===== config.mk =====
export PLATFORM = sky130hd
export DESIGN_NAME = vga_timing_gen
export DESIGN_NICKNAME = d
export VERILOG_FILES = /design/src/rtl/vga_timing_gen.sv
export SDC_FILE = /design/constraint.sdc
export NUM_CORES = 1
export LEC_CHECK = 0
export ABC_CLOCK_PERIOD_IN_PS = 2300
export CORE_MARGIN = 2
export CORE_UTILIZATION = 30
export DETAILED_ROUTE_END_ITERATION = 7
export GPL_ROUTABILITY_DRIVEN = 1
export GPL_TIMING_DRIVEN = 0
export MAX_ROUTING_LAYER = met4
export PLACE_DENSITY_LB_ADDON = 0.25
export SYNTH_ARGS = -nofsm -noshare
export SYNTH_HDL_FRONTEND = slang
export SYNTH_SLANG_ARGS = --single-unit

===== constraint.sdc =====
create_clock -name CLK25 -period 2.3 [get_ports CLK25]
set_input_delay 0.46 -clock CLK25 [delete_from_list [all_inputs] [get_ports CLK25]]
set_output_delay 0.46 -clock CLK25 [all_outputs]
set_load 0.1 [all_outputs]

===== src/rtl/vga_timing_gen.sv =====
// vga_timing_gen
//   640x480@60 VGA timing generator with a WIN_W x WIN_H frame-buffer window
//   anchored at the top-left corner. The window flag (active_o) and the
//   undelayed vsync (vsync_o) feed an external address generator; the RAM
//   read data (pixel_i) returns 1+RD_LAT clocks later and is merged with the
//   equally delayed sync/blank flags into the registered video outputs.
//
// Ports
//   CLK25        in   pixel clock, the only clock
//   rst_i        in   synchronous active-high reset
//   pixel_i      in   [11:0] RGB444 frame-buffer read data
//   active_o     out  window pixel request (address-generator enable)
//   vsync_o      out  undelayed active-low vsync (address-generator frame reset)
//   vga_hsync    out  active-low hsync aligned with video
//   vga_vsync    out  active-low vsync aligned with video
//   vga_blank_n  out  high inside the visible area, aligned with video
//   vga_r/g/b    out  [3:0] pixel colour
module vga_timing_gen #(
  parameter int          H_ACTIVE   = 640,
  parameter int          H_FP       = 16,
  parameter int          H_SYNC     = 96,
  parameter int          H_BP       = 48,
  parameter int          V_ACTIVE   = 480,
  parameter int          V_FP       = 10,
  parameter int          V_SYNC     = 2,
  parameter int          V_BP       = 33,
  parameter int          WIN_W      = 320,
  parameter int          WIN_H      = 240,
  parameter int          RD_LAT     = 1,
  parameter logic [11:0] BORDER_RGB = 12'h000
) (
  input  logic        CLK25,
  input  logic        rst_i,
  input  logic [11:0] pixel_i,
  output logic        active_o,
  output logic        vsync_o,
  output logic        vga_hsync,
  output logic        vga_vsync,
  output logic        vga_blank_n,
  output logic [3:0]  vga_r,
  output logic [3:0]  vga_g,
  output logic [3:0]  vga_b
);

  localparam int H_TOTAL = H_ACTIVE + H_FP + H_SYNC + H_BP;
  localparam int V_TOTAL = V_ACTIVE + V_FP + V_SYNC + V_BP;
  localparam int HW      = $clog2(H_TOTAL);
  localparam int VW      = $clog2(V_TOTAL);
  // Flag pipeline depth: address register in the generator plus RAM latency.
  localparam int D       = 1 + RD_LAT;

  localparam logic [HW-1:0] H_LAST       = HW'(H_TOTAL - 1);
  localparam logic [HW-1:0] H_VIS        = HW'(H_ACTIVE);
  localparam logic [HW-1:0] H_WIN        = HW'(WIN_W);
  localparam logic [HW-1:0] H_SYNC_START = HW'(H_ACTIVE + H_FP);
  localparam logic [HW-1:0] H_SYNC_END   = HW'(H_ACTIVE + H_FP + H_SYNC);
  localparam logic [VW-1:0] V_LAST       = VW'(V_TOTAL - 1);
  localparam logic [VW-1:0] V_VIS        = VW'(V_ACTIVE);
  localparam logic [VW-1:0] V_WIN        = VW'(WIN_H);
  localparam logic [VW-1:0] V_SYNC_START = VW'(V_ACTIVE + V_FP);
  localparam logic [VW-1:0] V_SYNC_END   = VW'(V_ACTIVE + V_FP + V_SYNC);

  logic [HW-1:0] h_cnt;
  logic [VW-1:0] v_cnt;
  logic          hs_dec;
  logic          vis_dec;
  logic [D-1:0]  hs_pipe;
  logic [D-1:0]  vs_pipe;
  logic [D-1:0]  vis_pipe;
  logic [D-1:0]  win_pipe;
  logic [11:0]   rgb_next;

  // Horizontal/vertical position counters; v_cnt advances on the h_cnt wrap.
  always_ff @(posedge CLK25) begin
    if (rst_i) begin
      h_cnt <= '0;
      v_cnt <= '0;
    end else if (h_cnt == H_LAST) begin
      h_cnt <= '0;
      v_cnt <= (v_cnt == V_LAST) ? '0 : v_cnt + 1'b1;
    end else begin
      h_cnt <= h_cnt + 1'b1;
    end
  end

  // Registered decode of the counters (one clock behind them).
  // active_o doubles as the window flag entering the video pipeline.
  always_ff @(posedge CLK25) begin
    if (rst_i) begin
      active_o <= 1'b0;
      vsync_o  <= 1'b1;
      hs_dec   <= 1'b1;
      vis_dec  <= 1'b0;
    end else begin
      active_o <= (h_cnt < H_WIN) && (v_cnt < V_WIN);
      vsync_o  <= !((v_cnt >= V_SYNC_START) && (v_cnt < V_SYNC_END));
      hs_dec   <= !((h_cnt >= H_SYNC_START) && (h_cnt < H_SYNC_END));
      vis_dec  <= (h_cnt < H_VIS) && (v_cnt < V_VIS);
    end
  end

  // Delay the flags by D clocks so they line up with pixel_i.
  always_ff @(posedge CLK25) begin
    if (rst_i) begin
      hs_pipe  <= '1;
      vs_pipe  <= '1;
      vis_pipe <= '0;
      win_pipe <= '0;
    end else begin
      hs_pipe  <= {hs_pipe[D-2:0], hs_dec};
      vs_pipe  <= {vs_pipe[D-2:0], vsync_o};
      vis_pipe <= {vis_pipe[D-2:0], vis_dec};
      win_pipe <= {win_pipe[D-2:0], active_o};
    end
  end

  // Colour select from the delayed flags: frame buffer, border or black.
  always_comb begin
    rgb_next = 12'h000;
    if (vis_pipe[D-1] && win_pipe[D-1]) begin
      rgb_next = pixel_i;
    end else if (vis_pipe[D-1]) begin
      rgb_next = BORDER_RGB;
    end else begin
      rgb_next = 12'h000;
    end
  end

  // Output register: syncs and blank take the same extra stage as the colour.
  always_ff @(posedge CLK25) begin
    if (rst_i) begin
      vga_hsync   <= 1'b1;
      vga_vsync   <= 1'b1;
      vga_blank_n <= 1'b0;
      vga_r       <= 4'h0;
      vga_g       <= 4'h0;
      vga_b       <= 4'h0;
    end else begin
      vga_hsync   <= hs_pipe[D-1];
      vga_vsync   <= vs_pipe[D-1];
      vga_blank_n <= vis_pipe[D-1];
      vga_r       <= rgb_next[11:8];
      vga_g       <= rgb_next[7:4];
      vga_b       <= rgb_next[3:0];
    end
  end

endmodule

Word level (Yosys, flattened, before mapping)

Cells that the tools add are included.

Register bits after elaboration: 47
Bits of input ports: 14
Output and inout port bits: 17
Logic and storage cells: 39

Add/subtract/negate cells: 2
$lt $le $gt $ge: 8
Equality and inequality tests: 2
Multiplexer cells: 1
Bitwise operators: 1
Reductions and logical operators: 9

Operators by type and width:

| cell                                                 | number |
|---|---|
| < comparator 10 x 9 -> 1 bit, second input constant  | 3 |
| adder 10 x 1 -> 10 bit, second input constant        | 2 |
| == test 10 bit, second input constant                | 2 |
| < comparator 10 bit, second input constant           | 2 |
| >= comparator 10 bit, second input constant          | 1 |
| >= comparator 10 x 9 -> 1 bit, second input constant | 1 |
| < comparator 10 x 8 -> 1 bit, second input constant  | 1 |
| two-way mux 10 bit                                   | 1 |
| logical AND 1 bit                                    | 5 |
| OR reduction 2 bit                                   | 2 |
| zero test 1 bit                                      | 2 |
| NOT 1 bit                                            | 1 |

Logic depth before layout (Yosys ltp)

Gate-level depths: netlist of run 1.

Word-level depth: 3
Depth in mapped cells: 7

Worst setup path after synthesis of run 1

No wires, ideal clock.

Kind: flip-flop to flip-flop
From: register h_cnt[0]
To: register v_cnt[9]
Data arrival time: 1719 ps
Setup slack: 515 ps
Stages on the path, launching flop included: 6
Period minus slack after synthesis: 1785 ps
Cells stage by stage: dfxtp_1 > ha_1 > nand4_1 > or4_4 > or3_1 > a21oi_2

Longest elaborated chain between the ends: 1

RTL lines:

| element                | RTL line | text |
|---|---|---|
| start, declared        | 63       | `logic [HW-1:0] h_cnt;` |
| start signal, assigned | 82       | `h_cnt <= h_cnt + 1'b1;` |
| == test 10 bit         | 78       | `end else if (h_cnt == H_LAST) begin` |
| end signal, assigned   | 80       | `v_cnt <= (v_cnt == V_LAST) ? '0 : v_cnt + 1'b1;` |
| end, declared          | 64       | `logic [VW-1:0] v_cnt;` |

No other way between the ends.
A chain may end at the register's enable or synchronous reset.

Worst setup path after layout of run 1

From: register active_o
To: output port active_o

RTL lines:

| element                | RTL line | text |
|---|---|---|
| start, declared        | 35       | `output logic active_o,` |
| start signal, assigned | 95       | `active_o <= (h_cnt < H_WIN) && (v_cnt < V_WIN);` |

No word-level cell between the ends.

==> results of run 1 <==
[per-stage QoR]
| step | util (%) | std cells | hold slack (ps) |
|---|---|---|---|
| after global routing | 40.4 | 286 | 429 |
| after detailed placement | 38.3 | 278 | 393 |
| final | 40.4 | 286 | 415 |
| after floorplan | - | 176 | 389 |
| after global placement | 38.3 | 278 | 392 |
| after CTS | 40.4 | 286 | 417 |
[where the power goes]
group | internal, mW | switching [mW] | leakage, nW
registers | 0.824 | 0.00694 | 0.381
clock network | 0.327 | 0.283 | 0.0548
logic | 0.0333 | 0.0371 | 0.355
[area by class of cell]
| type | count | area [sq um] |
|---|---|---|
| multi-input combinational | 113 | 718 |
| fill | 563 | 3280 |
| clock inverter | 3 | 46.3 |
| sequential | 47 | 941 |
| inverter | 8 | 30.0 |
| clock buffer | 5 | 68.8 |
| buffer | 8 | 32.5 |
| tap | 72 | 90.1 |
| timing repair buffer | 30 | 300 |
[path summary, 6_finish.rpt]
check | start | cells after the start | to
hold reg to reg | hs_dec | 1 | hs_pipe[0]
setup / recovery | active_o | 1 | active_o
setup reg to reg | h_cnt[0] | 7 | v_cnt[5]
hold / removal | hs_dec | 1 | hs_pipe[0]
[flip-flops by register name (all words and copies together) (netlist names), 2 cells and up]
register  count
h_cnt        10
v_cnt        10
vga_b         4
vga_g         4
vga_r         4
hs_pipe       2
vis_pipe      2
vs_pipe       2
win_pipe      2
[cell families (layout without fill, tap and decap cells)]
group / after synthesis / in the layout / share of synthesized area, %
xor+xnor: 16 / 16 / 8.16
compound gates: 5 / 5 / 1.97
fa+ha+maj: 4 / 4 / 2.92
simple gates: 87 / 87 / 27.9
buf+inv: 16 / 54 / 3.64
mux: 1 / 1 / 0.583
flops: 47 / 47 / 54.8
[metal layers]
layer	share of wire, %	track usage [%]	vias up
met3	5.5	3.51	2
met1	50	14.4	590
li1	-	-	662
met2	43	16.2	34
met5	0	-	-
met4	1.1	4.66	0
[placed cells by master, fill, tap and decap left out, types with 2 or more instances in the layout]
cell and n:
inv_1 8, o21ai_0 3, nand4b_1 2, dfxtp_1 47, xor2_1 3, or2_2 7, xnor2_1 13, nor2b_1 5
and3_1 13, nand3_1 5, ha_1 4, nand4_1 4, nor4_1 8, clkbuf_8 5, nand2_1 6, buf_2 2
nor3_1 3, clkbuf_1 6, clkdlybuf4s50_1 30, nor2_1 25
==> flow_summary_export.csv, run 1 <==
group,metric,value,unit
finish,drive_above_1_share,9.81,%
hold_path,hp-class,"reg -> reg",
sta,slew_viol_final,0,
floorplan,rows,27,
floorplan,die_area,6340,sq um
floorplan,core,5510,sq um
logic_synthesis,yosysTopAreaCellShare,54.8,%
clock_tree,cts_resized,0,
critical_path,critPathKind,"reg -> out",
pwr,power_density,679,nW/um^2
global_routing,grt_max_degree,17,
clock_tree,cts.clk_slew.worst_paths,90,ps
global_routing,gr-total-overflow,0,
pwr,irDropWorstVdd,0.312,mV
sta,fin_setup_tns,0,ps
drt,drc,0,
placed_design,place_ws,145,ps
logic_synthesis,yosys-top-cells-count,"dfxtp_1, nor2_1, and3_1, xnor2_1",
clock_tree,cts-hold-fix-buffers,0,
global_routing,grt_pass1_vias,1165,
run_status,outcome,"complete, no violations",
sta,finClkSkew,9.80,ps
critical_path,setup.worst_path.end_class,"primary output",
critical_path,cp_top_family,"buffers and inverters",
logic_synthesis,yosysSeqAreaShare,54.8,%
floorplan,die_h,79.6,um
sta,rsz0062_at_grt,"false",
drt,drt-pass1-iter-count,4,
sta,hold_viol,0,
logic_synthesis,synth_fp_nets,194,
logic_synthesis,synth_enable_flop_cells,0,
drt,routed_wl,3.12,mm
drt,ant_nets,0,
logic_synthesis,netlist_area,1720,sq um
clock_tree,insertion_delay,300,ps
critical_path,reg2reg_slack,250,ps
pwr,p_leak,0.791,nW
logic_synthesis,yosysMostFrequentCell,"dfxtp_1",
critical_path,crit_buf_inv,1,
drt,wl_per_cell,10.9,um
sta,tightest_slew,972,ps
global_routing,antenna_found_initial,0,
sta,worst_slack,73.2,ps
placed_design,post_dp_cell_area,2110,sq um
finish,finalInstanceArea,2230,sq um
clock_tree,post_cts.repair.setup_buffers,0,
floorplan,die_w,79.6,um
drt,dr_total_vias,1288,
flow_run,cap_violations,0,
critical_path,critical_path.cell_chain,"clkdlybuf4s50_1",
drt,detail_route.vias_per_cell,4.50,
clock_tree,cts_root_buffer,"clkbuf_8",
floorplan,start_util,31.2,%
critical_path,slowest_stage,"clkdlybuf4s50_1",
clock_tree,cts.htree.levels,2,
critical_path,crit_fanout,2,
clock_tree,cts.sinks,47,
logic_synthesis,synth-seq-cells,47,
global_routing,grt_pass1_wl,5.40,mm
drt,drt_iter0_markers,46,
critical_path,start_kind,"flip-flop",
logic_synthesis,synth_ff_type,"dfxtp_1",
sta,relSlewSlack,35.0,%
global_routing,grt_usage,11.2,%
logic_synthesis,yosysUniqueCellTypes,29,
finish,area_growth,29.7,%
placed_design,port_buffers,30,
clock_tree,clockBufferDepth,2,
finish,fin_nets,231,
critical_path,crit_required,1840,ps
logic_synthesis,yosys_warnings,0,
logic_synthesis,netlist_top_cells_area,"dfxtp_1, xnor2_1, nor2_1",
sta,finalCritPeriodShare,96.8,%
floorplan,pin_count,31,
sta,fin_crit,2230,ps
placed_design,dp_hpwl,2.26,mm
finish,antenna_cells,0,
logic_synthesis,syn_inst,176,
sta,setup_viol,0,
logic_synthesis,yosys.area.top_type,"dfxtp_1",
clock_tree,cts_inserted_buffers,5,
logic_synthesis,async_flop_share,0,%
clock_tree,tritoncts,"built",
placed_design,routabilityCongestion,0.814,
critical_path,arrival,1770,ps
logic_synthesis,syn_area_per_cell,9.75,sq um
critical_path,max_stage_delay,1130,ps
pwr,p_total,1.51,mW
sta,fmax,449,MHz
Power figures use the tool's default switching activity.
==> run 2, diff against run 1 <==
Settings changed: TNS_END_PERCENT set to 10.
==> results of run 2 <==
Final layout, timing and power as in run 1 (identical DEF).
==> run 3, diff against run 2 <==
Settings changed: ABC_AREA set to 1.
==> run 3 against run 2 <==
Via count grew 22%. Total power shrank 5.5%. Sequential power is essentially flat. Combinational power grew 2%. Routed wire length grew 13%. Synthesized area grew 9.9%. Critical endpoint unchanged. Largest cell class unchanged.
==> flow_summary_export.csv, run 3 <==
group,metric,value,unit
floorplan,pin_count,31,
finish,post-route-util,39.7,%
floorplan,die_w,83.3,um
finish,drive_above_1_share,7.77,%
logic_synthesis,async_flop_share,0,%
global_routing,grt_max_degree,16,
hold_path,hp-class,"reg -> reg",
placed_design,post_dp_cell_area,2280,sq um
critical_path,cp_num_cells,1,
logic_synthesis,yosysSeqAreaShare,49.9,%
drt,routed_wl,3.52,mm
critical_path,critPathKind,"reg -> out",
clock_tree,cts_resized,0,
logic_synthesis,synth_enable_flop_cells,0,
sta,tightest_slew,999,ps
clock_tree,cts.htree.levels,2,
critical_path,crit_buf_inv,1,
critical_path,start_kind,"flip-flop",
critical_path,r2r_cells,7,
critical_path,crit_required,1840,ps
critical_path,setup.worst_path.start,"active_o",
clock_tree,cts-hold-fix-buffers,0,
sta,fmax,446,MHz
logic_synthesis,netlist_area,1890,sq um
sta,fin_crit,2240,ps
clock_tree,clockBufferDepth,2,
floorplan,die_area,6940,sq um
clock_tree,cts.clk_slew.worst_paths,90,ps
finish,fin_nets,313,
logic_synthesis,yosys_warnings,0,
placed_design,dp_hpwl,2.63,mm
drt,drt-pass1-iter-count,4,
sta,finClkSkew,5.37,ps
clock_tree,insertion_delay,290,ps
floorplan,rows,28,
global_routing,met1_usage,13.7,%
logic_synthesis,synth-seq-cells,47,
clock_tree,tritoncts,"built",
drt,drc,0,
sta,hold_viol,0,
drt,dr_total_vias,1572,
critical_path,cp-endpoint,"active_o",
logic_synthesis,netlist_top_cells_area,"dfxtp_1, nand2_1, nor2_1",
global_routing,antenna_found_initial,0,
critical_path,cp_top_family,"buffers and inverters",
finish,largestRegisters,"h_cnt (10), v_cnt (10)",
sta,setup_viol,0,
floorplan,start_util,31.5,%
sta,finalCritPeriodShare,97.5,%
critical_path,r2r_start,"h_cnt[0]",
clock_tree,cts_inserted_buffers,5,
logic_synthesis,yosys-top-cells-count,"nand2_1, dfxtp_1, nor2_1, inv_1, nand3_1",
logic_synthesis,yosys.area.top_type,"dfxtp_1",
clock_tree,cts.sinks,47,
clock_tree,cts_root_buffer,"clkbuf_8",
logic_synthesis,syn_inst,258,
global_routing,grt.busiest_layer,"met2",
global_routing,grt_pass1_vias,1343,
finish,mostFrequentLayoutCell,"nand2_1",
sta,slew_viol_final,0,
critical_path,reg2reg_slack,740,ps
sta,rsz0062_at_grt,"false",
sta,worst_slack,58.2,ps
flow_run,cap_violations,0,
logic_synthesis,yosysMostFrequentCell,"nand2_1",
finish,antenna_cells,0,
sta,holdWs,404,ps
global_routing,grt_util_met2,16.2,%
global_routing,met3_usage,3.38,%
critical_path,crit_fanout,2,
pwr,p_total,1.43,mW
placed_design,numPlacedInstances,363,
placed_design,port_buffers,30,
drt,ant_nets,0,
critical_path,max_stage_delay,1150,ps
finish,area_growth,26.1,%
logic_synthesis,synth_ff_type,"dfxtp_1",
floorplan,die_h,83.3,um
pwr,irDropWorstVdd,0.323,mV
drt,detail_route.vias_per_cell,4.24,
critical_path,setup.worst_path.end_class,"primary output",
logic_synthesis,yosysUniqueCellTypes,22,
critical_path,slowest_stage,"clkdlybuf4s50_1",
floorplan,core,5990,sq um
drt,drt_iter0_markers,48,
global_routing,gr-total-overflow,0,
drt,wl_per_cell,9.50,um
sta,relSlewSlack,33.2,%
pwr,p_leak,1.01,nW
placed_design,place_ws,376,ps
finish,finalNonFillerCells,371,
logic_synthesis,yosysTopAreaCellShare,49.9,%
placed_design,routabilityCongestion,0.818,
global_routing,grt_usage,10.7,%
critical_path,critical_path.cell_chain,"clkdlybuf4s50_1",
global_routing,grt_pass1_wl,5.94,mm
critical_path,arrival,1780,ps
sta,fin_setup_tns,0,ps
pwr,power_density,600,nW/um^2
finish,finalInstanceArea,2380,sq um
run_status,outcome,"complete, no violations",
clock_tree,post_cts.repair.setup_buffers,0,
logic_synthesis,synth_fp_nets,276,
critical_path,r2r_end,"h_cnt[7]",
logic_synthesis,syn_area_per_cell,7.31,sq um
finish,layout.cells.most_common_list,"nand2_1, nor2_1, dfxtp_1",
-- run 3: area by class of cell --
class,instances,area [sq um]
Clock inverter,2,16.3
Multi-Input combinational cell,161,757
Inverter,47,176
Clock buffer,6,82.6
Tap cell,75,93.8
Buffer,3,12.5
Timing Repair Buffer,30,300
Sequential cell,47,941
Fill cell,609,3610
-- run 3: layer usage --
layer | wire (um) | vias up
met2 | 1490 | 35
met4 | 44 | 0
met1 | 1790 | 679
met3 | 204 | 5
met5 | 0 | -
li1 | - | 853
-- run 3: how the worst min path moves through the flow --
stage	startpoint	to	slack, ps	cells after the start
detailed placement	win_pipe[0]	win_pipe[1]	390	2
floorplan	vis_dec	vis_pipe[0]	390	2
CTS	win_pipe[0]	win_pipe[1]	410	2
global route	hs_dec	hs_pipe[0]	420	1
global placement	vis_pipe[0]	vis_pipe[1]	390	2
finish	win_pipe[0]	win_pipe[1]	400	2
-- run 3: kinds of logic after synthesis --
group           synth area share [%]
flops                           49.9
fa+ha+maj                       2.65
compound gates                  3.32
simple gates                    33.7
xor+xnor                       0.464
buf+inv                         10.0
-- run 3: power by group --
group / switching, mW / internal [mW]
logic: 0.0397 / 0.0323
registers: 0.00588 / 0.824
clock network: 0.282 / 0.246
total: 0.327 / 1.10
